`src/rtl/tmds_channel_decoder.sv`:
```
// TMDS receive channel: registered 10b->8b and control-token decode, plus word
// alignment that hunts for runs of control tokens and requests deserializer slips.
module tmds_channel_decoder #(
    parameter int MIN_CTRL_RUN = 12,
    parameter int LOCK_PERIODS = 2,
    parameter int WINDOW_BITS  = 16,
    parameter int SLIP_SETTLE  = 4
) (
    input  logic       pixelClock,
    input  logic       reset,
    input  logic [9:0] symbol,
    output logic [7:0] data,
    output logic       c0,
    output logic       c1,
    output logic       dataEnable,
    output logic       isControl,
    output logic       locked,
    output logic       bitSlip,
    output logic [1:0] align_state
);
    localparam int RW = $clog2(MIN_CTRL_RUN + 1);
    localparam int PW = (LOCK_PERIODS > 1) ? $clog2(LOCK_PERIODS) : 1;
    localparam int SW = (SLIP_SETTLE > 1) ? $clog2(SLIP_SETTLE) : 1;

    typedef enum logic [1:0] {
        SEARCH = 2'd0,
        SETTLE = 2'd1,
        VERIFY = 2'd2,
        LOCKED = 2'd3
    } align_t;

    align_t                 state, state_next;
    logic [RW-1:0]          run_count, run_next;
    logic [PW-1:0]          period_count, period_next;
    logic [SW-1:0]          settle_count, settle_next;
    logic [WINDOW_BITS-1:0] win_count, win_next;
    logic                   slip_req;
    logic                   is_ctrl;
    logic [1:0]             ctrl_bits;
    logic [7:0]             t;
    logic [7:0]             dec;
    logic                   qualified;
    logic                   expiry;

    always_comb begin
        is_ctrl   = 1'b1;
        ctrl_bits = 2'b00;
        case (symbol)
            10'h354: ctrl_bits = 2'b00;
            10'h0AB: ctrl_bits = 2'b01;
            10'h154: ctrl_bits = 2'b10;
            10'h2AB: ctrl_bits = 2'b11;
            default: is_ctrl = 1'b0;
        endcase
        t      = symbol[9] ? ~symbol[7:0] : symbol[7:0];
        dec    = 8'h00;
        dec[0] = t[0];
        for (int i = 1; i < 8; i++) begin
            dec[i] = symbol[8] ? (t[i] ^ t[i-1]) : ~(t[i] ^ t[i-1]);
        end
    end

    // The run counter saturates, so a long blanking period qualifies only once.
    always_comb begin
        run_next = '0;
        if (state != SETTLE && is_ctrl) begin
            if (run_count == RW'(MIN_CTRL_RUN)) run_next = run_count;
            else                                run_next = run_count + RW'(1);
        end
        qualified = (state != SETTLE) && is_ctrl && (run_count == RW'(MIN_CTRL_RUN - 1));
        expiry    = (win_count == '1);
    end

    // A qualified period always takes priority over a window expiry.
    always_comb begin
        state_next   = state;
        period_next  = period_count;
        settle_next  = settle_count;
        slip_req     = 1'b0;
        case (state)
            SEARCH: begin
                if (qualified) begin
                    state_next  = VERIFY;
                    period_next = '0;
                end else if (expiry) begin
                    state_next  = SETTLE;
                    settle_next = '0;
                    slip_req    = 1'b1;
                end
            end
            SETTLE: begin
                if (settle_count == SW'(SLIP_SETTLE - 1)) state_next = SEARCH;
                else settle_next = settle_count + SW'(1);
            end
            VERIFY: begin
                if (qualified) begin
                    if (period_count == PW'(LOCK_PERIODS - 1)) state_next = LOCKED;
                    else period_next = period_count + PW'(1);
                end else if (expiry) begin
                    state_next  = SETTLE;
                    settle_next = '0;
                    slip_req    = 1'b1;
                end
            end
            LOCKED: begin
                if (!qualified && expiry) state_next = SEARCH;
            end
            default: state_next = SEARCH;
        endcase
        win_next = (qualified || state_next != state) ? '0 : win_count + WINDOW_BITS'(1);
    end

    always_ff @(posedge pixelClock) begin
        if (reset) begin
            state        <= SEARCH;
            run_count    <= '0;
            period_count <= '0;
            settle_count <= '0;
            win_count    <= '0;
            data         <= '0;
            c0           <= 1'b0;
            c1           <= 1'b0;
            dataEnable   <= 1'b0;
            isControl    <= 1'b0;
            bitSlip      <= 1'b0;
        end else begin
            state        <= state_next;
            run_count    <= run_next;
            period_count <= period_next;
            settle_count <= settle_next;
            win_count    <= win_next;
            data         <= is_ctrl ? 8'h00 : dec;
            isControl    <= is_ctrl;
            if (is_ctrl) begin
                c1 <= ctrl_bits[1];
                c0 <= ctrl_bits[0];
            end
            dataEnable   <= (state_next == LOCKED) && !is_ctrl;
            bitSlip      <= slip_req;
        end
    end

    assign locked      = (state == LOCKED);
    assign align_state = state;

endmodule

```
`config.mk`:
```
export PLATFORM = sky130hd
export DESIGN_NAME = tmds_channel_decoder
export DESIGN_NICKNAME = d
export VERILOG_FILES = /design/src/rtl/tmds_channel_decoder.sv
export SDC_FILE = /design/constraint.sdc
export NUM_CORES = 1
export LEC_CHECK = 0
export CORE_UTILIZATION = 52
export CTS_CLUSTER_SIZE = 25
export DETAILED_ROUTE_END_ITERATION = 10
export GPL_ROUTABILITY_DRIVEN = 0
export PLACE_DENSITY = 0.78
export SETUP_SLACK_MARGIN = 0.5
export SYNTH_ARGS = -nofsm -noshare
export SYNTH_HDL_FRONTEND = slang
export SYNTH_SLANG_ARGS = --single-unit
```
`constraint.sdc`:
```
create_clock -name pixelClock -period 1.9 [get_ports pixelClock]
set_input_delay 0.285 -clock pixelClock [delete_from_list [all_inputs] [get_ports pixelClock]]
set_output_delay 0.285 -clock pixelClock [all_outputs]
set_load 0.01 [all_outputs]
```
* Word-level counts from Yosys, hierarchy flattened
Index checks and enable logic that the tools add are counted.
Storage, ports and cells: register bits 38, output and inout port bits 16, logic and storage cells 95
Cells by class: add/sub/neg operators 4, equality and inequality tests 19, multiplexer cells 26, bitwise logic cells 17, reductions and logical operators 18
Operators by type and width (number):
- $eq A10 B10 Y1 const B | 2
- $mux W2 | 9
- $add A16 B1 Y16 const B | 1
- $eq A16 B16 Y1 const B | 1
- $mux W1 | 12
- $eq A10 B8 Y1 const B | 1
- $eq A10 B9 Y1 const B | 1
- $not A1 Y1 | 9
- $eq A2 B2 Y1 const B | 4
- $eq A4 B4 Y1 const B | 2
- $mux W8 | 1
- $ne A2 B2 Y1 const B | 4
- $not A8 Y8 | 1
- $pmux W2 S4 | 1
- $reduce_or A2 Y1 | 4
- $xor A1 B1 Y1 | 7
- $pmux W2 S3 | 1
- $add A4 B1 Y4 const B | 1
- $logic_and A1 B1 Y1 | 4
- $ne A2 B1 Y1 const B | 2
- $pmux W2 S2 | 1
- $reduce_and A4 Y1 | 1
- $reduce_bool A2 Y1 | 2
- $reduce_or A4 Y1 | 1
- other kinds (10) | 11

* Depth between registers and ports, before layout
depth after elaboration 12, depth in mapped cells 7

* Least setup slack after synthesis
OpenSTA, ideal clock, no wires.
path type flip-flop to flip-flop, start point reg win_count[0], end point reg settle_count[1], library setup time 0.117 ns, arrival 1.538 ns, slack 0.245 ns, cell stages (with the launch flop) 7, buffers on the path 0, period minus slack after synthesis 1.655 ns, cells stage by stage dfxtp_1 > ha_1 > nand4_1 > nor2_1 > nand4_1 > o31a_1 > a32o_1
On the way: longest elaborated chain between the ends 3
RTL lines:
- from (decl) | RTL line 36 | logic [WINDOW_BITS-1:0] win_count, win_next;
- from (signal assigned) | RTL line 131 | win_count <= win_next;
- $eq A16 B16 Y1 | RTL line 71 | expiry = (win_count == '1);
- $ne A2 B1 Y1 (no line)
- $reduce_and A4 Y1 (no line)
- to (signal assigned) | RTL line 130 | settle_count <= settle_next;
- to (decl) | RTL line 35 | logic [SW-1:0] settle_count, settle_next;
No other way between the ends. A chain may end at the register's enable or synchronous reset.

* Worst setup path in the final report
start point reg win_count[0], end point reg win_count[1]
On the way: longest elaborated chain between the ends 7
RTL lines:
- $eq A16 B16 Y1 | RTL line 71
- $mux W2 or $logic_and A1 B1 Y1 (tied branches) | RTL line 85, 99, 106
- $mux W2, on equally long branches | RTL line 96, 106, 82
- $pmux W2 S4 | RTL line 80 | case (state)
- $ne A2 B2 Y1 | RTL line 110 | win_next = (qualified || state_next != state) ? '0 : win_count + WINDOW_BITS'(1);
- $logic_or A1 B1 Y1 | RTL line 110
- $reduce_or A2 Y1 (no line)
Several ways; a longest one is shown, not always the timed one.

==> out/metrics.cfg <==
[status]
status=finished clean

[detailed_routing]
drt.antenna.violating_nets=0
wl_mm=4.40
avgViaCountPerCell=5.35
first_pass_iters=4
wl_per_cell_microns=15.0
dr.first_iter.drc_count=85
num_vias=1568
drc_errors=0

[worst_setup_path]
reg2reg_to=win_count[1]
worst-r2r-setup-slack_ns=0.18
crit_required_ns=2.14
arrival_ns=1.96
cp-start-kind=flip-flop
crit_type=reg2reg
reg2reg_from=win_count[0]
rr_worst_depth=8
end_kind=flip-flop
crit_fanout=8

[synth]
yosysSeqAreaShare_pct=44.4
syn_nets=197
yosys_warnings=0
yosys.area_share.simple_pct=26.6
synth_edf_count=0
synthXorXnorAreaFrac_pct=13.8
synthDistinctLibCells=40
synthMuxAreaShare_pct=2.41
ys_ff_latch=38
syn_area_sq_um=1710
synth-main-ff-cell=dfxtp_1
synth.avg_cell_area_sq_um=9.46
synth_cells=181
synth_compound_area_share_pct=7.75
async_flop_share_pct=0
synthAdderAreaFrac_pct=2.92
synth_top_family_by_area=simple AND/OR/NAND/NOR gates

[clocking]
cts_made_buffers=5
clkTransAtPathRegs_ns=0.10
clk_path_buf_depth=2
clock-root-buffer=clkbuf_4
cts_tree=built
clock_sinks=38
clk_latency_ns=0.35
htree_levels=2

[power]
swShare_pct=27.7
p_leak_nw=1.09
power.switching_uw=469
powerDensity_nw_per_um2=658
p_clk_share_pct=25.7
ir_drop_mv=0.479
comb_power_share_pct=22.4
seqPwrFrac_pct=51.8
p_int_mw=1.22

[global_route]
grt_usage_pct=23.2
antenna_found_initial=0
grt_max_degree=12
grt_pass1_wl_mm=6.12
overflow=0
grt_pass1_vias=1399

[run]
max_cap_viol_count=0

[floorplan]
die_h_microns=59.4
coreArea_sq_um=3080
fp-row-count=20
initial_core_util_pct=55.6
die_area_sq_um=3520
num_io_pins=28
die_x_microns=59.4

[placement]
pre_cts_ws_ns=-0.0753
dp.final_hpwl_mm=2.59
dp.cells=267
portBuffers=27

[sta]
finalWorstSetupSlack_ns=0.180
slew_viol_final=0
slew_headroom_pct=75.3
finalCritPeriodShare_pct=90.5
rsz0062_at_grt=true
clock_skew_ns=0.0102
hold_viol=0
worstMarginPinSlew_ns=0.369
setup_viol_count_final=0
max_freq_mhz=581
min_period_ns=1.72

[cells_and_area]
n_antenna_cell=0
fillers=161
drive_gt1_share_pct=36.9
final_cells=293
nNetsFinal=264
fin_util_pct=83.4
syn2layout_area_growth_pct=50.0

[min_path]
hold_end=data[1]
hp-start=symbol[0]
holdPathStages=4
hold_class=in2reg

-- synthesized netlist by cell type (2+ instances only) --
| library cell | number | share of area (%) |
|---|---|---|
| and3_1 | 5 | 1.8 |
| xnor2_1 | 19 | 9.7 |
| nand4_1 | 3 | 1.1 |
| nor2_1 | 35 | 7.7 |
| inv_1 | 4 | 0.88 |
| and4_1 | 2 | 1.0 |
| dfxtp_1 | 38 | 44 |
| mux2i_1 | 3 | 1.8 |
| nand2b_1 | 3 | 1.1 |
| and4bb_2 | 3 | 2.2 |
| nor2b_1 | 2 | 0.73 |
| nand2_1 | 7 | 1.5 |
| a21o_1 | 2 | 0.88 |
| a21oi_1 | 6 | 1.8 |
| nand3_1 | 10 | 2.9 |
| xor2_1 | 8 | 4.1 |
| ha_1 | 4 | 2.9 |
| nor3_1 | 3 | 0.88 |
| nor3b_1 | 3 | 1.3 |
-- stage by stage --
step,hold WS (ns),power (mW),setup TNS (ns),cell area (sq um)
6_report,0.333,1.69,0,2570
5_1_grt,0.344,1.78,0,2570
4_1_cts,0.445,1.65,0,2360
3_5_place_dp,0.448,1.18,-1.04,2200
3_3_place_gp,0.439,1.17,-0.500,2200
2_1_floorplan,0.422,1.05,0,1760
-- metal layers --
layer | global-route usage, % | wire, microns | vias up
met1 | 27.0 | 1760 | 744
met4 | 8.16 | 114 | 0
met5 | 0 | 0 | -
li1 | - | - | 755
met3 | 5.24 | 182 | 17
met2 | 41.4 | 2350 | 52
-- how the worst max path moves through the flow --
stage / start / endpoint / slack [ns] / depth (start not counted)
CTS: win_count[1] / settle_count[1] / 0.25 / 7
floorplan: symbol[8] / win_count[0] / 0.34 / 7
global placement: symbol[8] / settle_count[1] / -0.04 / 6
global route: win_count[0] / win_count[6] / 0.14 / 8
detailed placement: symbol[2] / dataEnable / -0.08 / 7
finish: win_count[0] / win_count[1] / 0.18 / 8
-- layout make-up --
cell class	instances	area, sq um	area share [%]
clock buffer	7	55.1	2.14
tap	44	55.1	2.14
multi-input combinational	136	1090	42.6
clock inverter	1	5.00	0.195
timing repair buffer	63	559	21.8
inverter	4	15.0	0.585
sequential	38	785	30.6
-- registers in the layout, summed over array words and instances, names as in the netlist --
register,flops
win_count,16
period_count,1
run_count,4
isControl,1
c0,1
settle_count,2
align_state,2
bitSlip,1
data,8
dataEnable,1
c1,1
-- critical path, cell delays in order, from the launching register on --
cell and delay (ns):
dfxtp_4 0.37, ha_4 0.13, nand4_1 0.15, and4bb_4 0.43
nor2_4 0.06, a21oi_4 0.17, buf_6 0.13, buf_16 0.13
nor2b_1 0.04
-- layout by cell type (no fill, tap or decap), drive strengths merged, types with 2 or more instances in the layout --
cell	instances
a21o	2
a21oi	8
and3	5
and4	2
and4bb	3
buf	36
clkbuf	9
clkdlybuf4s15	2
clkdlybuf4s50	2
dfxtp	38
dlygate4sd2	20
ha	4
inv	4
mux2i	3
nand2	7
nand2b	3
nand3	10
nand4	3
nand4b	2
nor2	35
nor2b	2
nor3	3
nor3b	3
xnor2	19
xor2	8
-- power groups by stage --
stage	combinational [mW]	clock, mW	sequential (mW)
3_5_place_dp	0.282	0	0.898
6_report	0.379	0.435	0.875
2_1_floorplan	0.148	0	0.901
3_3_place_gp	0.273	0	0.894
5_1_grt	0.408	0.489	0.879
4_1_cts	0.331	0.441	0.878
-- logic make-up after synthesis --
group,Yosys count
muxes,4
and+or+nand+nor,83
AOI/OAI and AO/OA,18
xor gates and xnor gates,27
buffers and inverters,7
DFF,38
adders and majority gates,4
-- what timing repair did --
action | in CTS | in global routing
gates resized for setup | 44 | 43
gates cloned | 1 | 0
setup buffers | 7 | 10
hold buffers | 0 | 0
hold endpoints to repair | 0 | 0
endpoints found under the setup margin | 51 | 31
pin swaps | 2 | 22
Power figures use the tool's default switching activity.
